==> config.mk <==
export PLATFORM = sky130hd
export DESIGN_NAME = multimode_ring_counter
export DESIGN_NICKNAME = d
export VERILOG_FILES = /design/src/rtl/multimode_ring_counter.sv
export SDC_FILE = /design/constraint.sdc
export NUM_CORES = 1
export LEC_CHECK = 0
export BUFFER_PORTS_ARGS = -buffer_cell sky130_fd_sc_hd__buf_2
export CORE_MARGIN = 5
export CORE_UTILIZATION = 35
export CTS_BUF_LIST = sky130_fd_sc_hd__clkbuf_16
export DETAILED_ROUTE_END_ITERATION = 16
export SLEW_MARGIN = 20
export SYNTH_ARGS = -nofsm -noshare
export SYNTH_HDL_FRONTEND = slang
export SYNTH_SLANG_ARGS = --single-unit
==> constraint.sdc <==
create_clock -name clk -period 2.1 [get_ports clk]
set_input_delay 0.105 -clock clk [delete_from_list [all_inputs] [get_ports clk]]
set_output_delay 0.105 -clock clk [all_outputs]
set_load 0.02 [all_outputs]
==> src/rtl/multimode_ring_counter.sv <==
// Ring / Johnson / one-cold counter with load, direction and self-correction of illegal states.
// One-cycle registered latency on count/wrap/err; en gates stepping, no further backpressure.
module multimode_ring_counter #(
    parameter int WIDTH = 4
) (
    input  logic             clk,
    input  logic             reset,
    input  logic             en,
    input  logic             dir,
    input  logic [1:0]       mode,
    input  logic             load,
    input  logic [WIDTH-1:0] load_val,
    output logic [WIDTH-1:0] count,
    output logic             wrap,
    output logic             err
);

    localparam logic [1:0]       MODE_RING = 2'b00;
    localparam logic [1:0]       MODE_JOHN = 2'b01;
    localparam logic [1:0]       MODE_COLD = 2'b10;
    localparam logic [WIDTH-1:0] ONE       = {{(WIDTH-1){1'b0}}, 1'b1};

    logic [1:0]       mode_q, mode_d, mode_dec;
    logic [WIDTH-1:0] count_q, count_d;
    logic             wrap_q, wrap_d;
    logic             err_q, err_d;
    logic [WIDTH-1:0] stepped;

    function automatic logic [WIDTH-1:0] init_pat(input logic [1:0] m);
        case (m)
            MODE_JOHN: return '0;
            MODE_COLD: return {{(WIDTH-1){1'b1}}, 1'b0};
            default:   return ONE;
        endcase
    endfunction

    function automatic logic one_hot(input logic [WIDTH-1:0] v);
        return (v != '0) && ((v & (v - ONE)) == '0);
    endfunction

    // True for 0..01..1 (including all-zeros and all-ones).
    function automatic logic low_ones(input logic [WIDTH-1:0] v);
        return (v & (v + ONE)) == '0;
    endfunction

    function automatic logic is_legal(input logic [1:0] m, input logic [WIDTH-1:0] v);
        case (m)
            MODE_JOHN: return low_ones(v) || low_ones(~v);
            MODE_COLD: return one_hot(~v);
            default:   return one_hot(v);
        endcase
    endfunction

    function automatic logic [WIDTH-1:0] step(input logic [1:0] m, input logic d,
                                              input logic [WIDTH-1:0] v);
        if (m == MODE_JOHN) begin
            return d ? {~v[0], v[WIDTH-1:1]} : {v[WIDTH-2:0], ~v[WIDTH-1]};
        end
        return d ? {v[0], v[WIDTH-1:1]} : {v[WIDTH-2:0], v[WIDTH-1]};
    endfunction

    // Reserved encoding 11 runs as a plain ring counter.
    assign mode_dec = (mode == 2'b11) ? MODE_RING : mode;
    assign stepped  = step(mode_q, dir, count_q);

    always_comb begin
        mode_d  = mode_q;
        count_d = count_q;
        wrap_d  = 1'b0;
        err_d   = 1'b0;
        if (mode_dec != mode_q) begin
            mode_d  = mode_dec;
            count_d = init_pat(mode_dec);
        end else if (load) begin
            if (is_legal(mode_q, load_val)) begin
                count_d = load_val;
            end else begin
                count_d = init_pat(mode_q);
                err_d   = 1'b1;
            end
        end else if (!is_legal(mode_q, count_q)) begin
            count_d = init_pat(mode_q);
            err_d   = 1'b1;
        end else if (en) begin
            count_d = stepped;
            wrap_d  = (stepped == init_pat(mode_q));
        end
    end

    always_ff @(posedge clk or posedge reset) begin
        if (reset) begin
            mode_q  <= MODE_RING;
            count_q <= ONE;
            wrap_q  <= 1'b0;
            err_q   <= 1'b0;
        end else begin
            mode_q  <= mode_d;
            count_q <= count_d;
            wrap_q  <= wrap_d;
            err_q   <= err_d;
        end
    end

    always_comb begin
        count = count_q;
        wrap  = wrap_q;
        err   = err_q;
    end

endmodule

==> impl_metrics.env <==
export IMPL_status="completed"
export IMPL_avgSynthCellArea_um2=7.24
export IMPL_ys_seq_elements=8
export IMPL_busiest_layer="met2"
export IMPL_p_leak_uw=0.000583
export IMPL_final_util_pct=45.7
export IMPL_path_max_fanout=9
export IMPL_cp_required_ps=2220
export IMPL_top_level_ports=17
export IMPL_final_setup_skew_ps=2.23
export IMPL_pre_cts_slack_ps=-5.75
export IMPL_grt_overflow_total=0
export IMPL_path_clk_slew_ps=40
export IMPL_drive_gt1_share_pct=27.4
export IMPL_viasPerCell=5.60
export IMPL_final_max_slew_violation_count=0
export IMPL_synth_most_common_cell="nand2_1"
export IMPL_relSlewSlack_pct=75.7
export IMPL_whs_path_depth=3
export IMPL_gr_usage_met3_pct=4.27
export IMPL_nNetsFinal=184
export IMPL_setup_slack_ps=34.3
export IMPL_critical_path_endpoint_type="flop"
export IMPL_synth_nets=162
export IMPL_drc=0
export IMPL_hold_path_end="wrap"
export IMPL_root_buffer="clkbuf_16"
export IMPL_grt_usage_pct=14.5
export IMPL_die_width_um=65.2
export IMPL_grt_pass1_vias=1045
export IMPL_critical_path_class="flop to flop"
export IMPL_yosys_top_cells_count="18 x nand2_1, 14 x nor2_1, 11 x inv_1"
export IMPL_grtUsageMet1_pct=17.4
export IMPL_vias=1125
export IMPL_setup_viol=0
export IMPL_cts_sink_count=8
export IMPL_finalCritPeriodShare_pct=98.4
export IMPL_worstHoldStart="en"
export IMPL_power_per_cell_area_mw_per_mm2=853
export IMPL_htree_num_levels=1
export IMPL_hold_class="primary input to flop"
export IMPL_clock_fmax_ghz=0.484
export IMPL_async_reset_ff_share_pct=100
export IMPL_grt_pass1_wl_um=4760
export IMPL_ant_nets=0
export IMPL_coreArea_mm2=0.00298
export IMPL_grt_max_degree=12
export IMPL_initial_core_util_pct=35.8
export IMPL_synthTopCellsByArea="dfrtp_1 16%, nand2_1 6.3%, nor2_1 4.9%"
export IMPL_clk_latency_ps=230
export IMPL_timing_final_crit_period_ps=2070
export IMPL_peakVddDrop_mv=0.301
export IMPL_met2_usage_pct=24.9
export IMPL_reg2regPathDepth=7
export IMPL_hold_violations=0
export IMPL_cts_tree="yes"
export IMPL_timing_rr_end="count[3]"
export IMPL_die_h_um=65.2
export IMPL_first_iter_violations=61
export IMPL_antenna_found_initial=0
export IMPL_regToRegSetupSlack_ps=30
export IMPL_ys_warn_count=0
export IMPL_port_buffers=16
export IMPL_clockBufferDepth=2
export IMPL_drt_total_wl_um=2920
export IMPL_synth_edf_count=0
export IMPL_max_cap_violations=0
export IMPL_syn_to_final_growth_pct=27.9
export IMPL_dieArea_mm2=0.00425
export IMPL_place_gp_congestion=0.933
export IMPL_rows=20
export IMPL_worstMarginPinSlew_ps=360
export IMPL_dp_hpwl_um=2200
export IMPL_numCtsBuffers=3
export IMPL_yosysTopAreaCell="dfrtp_1"
export IMPL_synthFlopType="dfrtp_1"
export IMPL_hold_ws_ps=156
export IMPL_firstDrtPassIters=6
export IMPL_synthCells=147
export IMPL_fill_cells=306
export IMPL_r2r_start="count[3]"
export IMPL_arrival_ps=2180
export IMPL_ys_seq_area_share_pct=18.9
export IMPL_yosysUniqueCellTypes=42
export IMPL_n_antenna_cell=0
export IMPL_synth_top_area_share_pct=16.5
export IMPL_syn_cell_area_mm2=0.00106
export IMPL_wl_per_cell_um=14.5
export IMPL_crit_path_start_kind="flop"
==> area by class of cell <==
class	instances	area (µm²)	share of cell area, %
clock buffer	3	75.1	5.51
clock inverter	1	3.75	0.276
inverter	11	41.3	3.03
multi-input combinational	114	802	58.9
sequential	8	203	14.9
tap	33	41.3	3.03
timing repair buffer	31	195	14.3
==> per-stage QoR <==
step / std cells / TNS [ps] / area, µm² / power, µW
floorplan: 147 / 0 / 1060 / 638
CTS: 200 / 0 / 1300 / 1130
global placement: 195 / 0 / 1210 / 788
global route: 201 / -120 / 1360 / 1250
detailed placement: 195 / -5.75 / 1210 / 794
finish: 201 / 0 / 1360 / 1160
==> layout by cell type, fill, tap and decap left out, types with 4 or more instances in the layout <==
master,count
nor2_1,14
dfrtp_1,6
o21ai_0,6
xnor2_1,6
buf_4,14
a21oi_1,5
nor2b_1,4
buf_2,16
inv_1,11
a211oi_1,4
nand2_1,18
nor3_1,7
==> layer usage <==
metal / wire length, µm / part of all wire, % / up-vias
met5: 0 / 0 / -
met4: 38 / 1.3 / 0
met3: 121 / 4.1 / 6
met2: 1430 / 49 / 21
met1: 1320 / 45 / 528
li1: - / - / 570
==> flip-flops by register name, summed over array words and instances (netlist names) <==
register / flops
count: 4
err: 1
mode_q: 2
wrap: 1
==> report_power, final <==
| group | internal [µW] | switching [µW] |
|---|---|---|
| clock | 248 | 79.6 |
| combinational | 267 | 328 |
| sequential | 187 | 51.8 |
==> how the worst max path moves through the flow <==
stage	startpoint	endpoint	slack [ps]	depth (start not counted)
floorplan	mode_q[1]	count[1]	120	9
global placement	mode_q[1]	count[1]	10	8
detailed placement	mode_q[1]	count[2]	-6	8
CTS	count[3]	count[2]	10	7
global route	mode_q[0]	count[2]	-50	9
finish	count[3]	count[3]	30	7
==> critical path, stage by stage, from the launching register on <==
cell	delay, ps
dfrtp_2	440
buf_4	180
o21a_1	160
a211o_1	320
a21oi_2	190
o32ai_1	110
a21o_1	200
o41ai_1	350
==> what timing repair did <==
action / 4_1_cts / 5_1_grt
hold endpoints to repair: 7 / 0
hold buffers: 1 / 0
resized for setup: 2 / 12
setup endpoints to repair: 3 / 4
pin swaps: 0 / 2
setup buffers: 0 / 1
==> cells by family after synthesis <==
group,Yosys count,synth area share [%]
and+or+nand+nor,57,27.7
AOI/OAI and AO/OA,43,28.7
buffers and inverters,25,10.9
DFF,8,18.9
xor gates and xnor gates,7,5.76
adders and majority gates,4,4.70
muxes,3,3.29
Note: power is estimated with default switching activity, not from simulation.
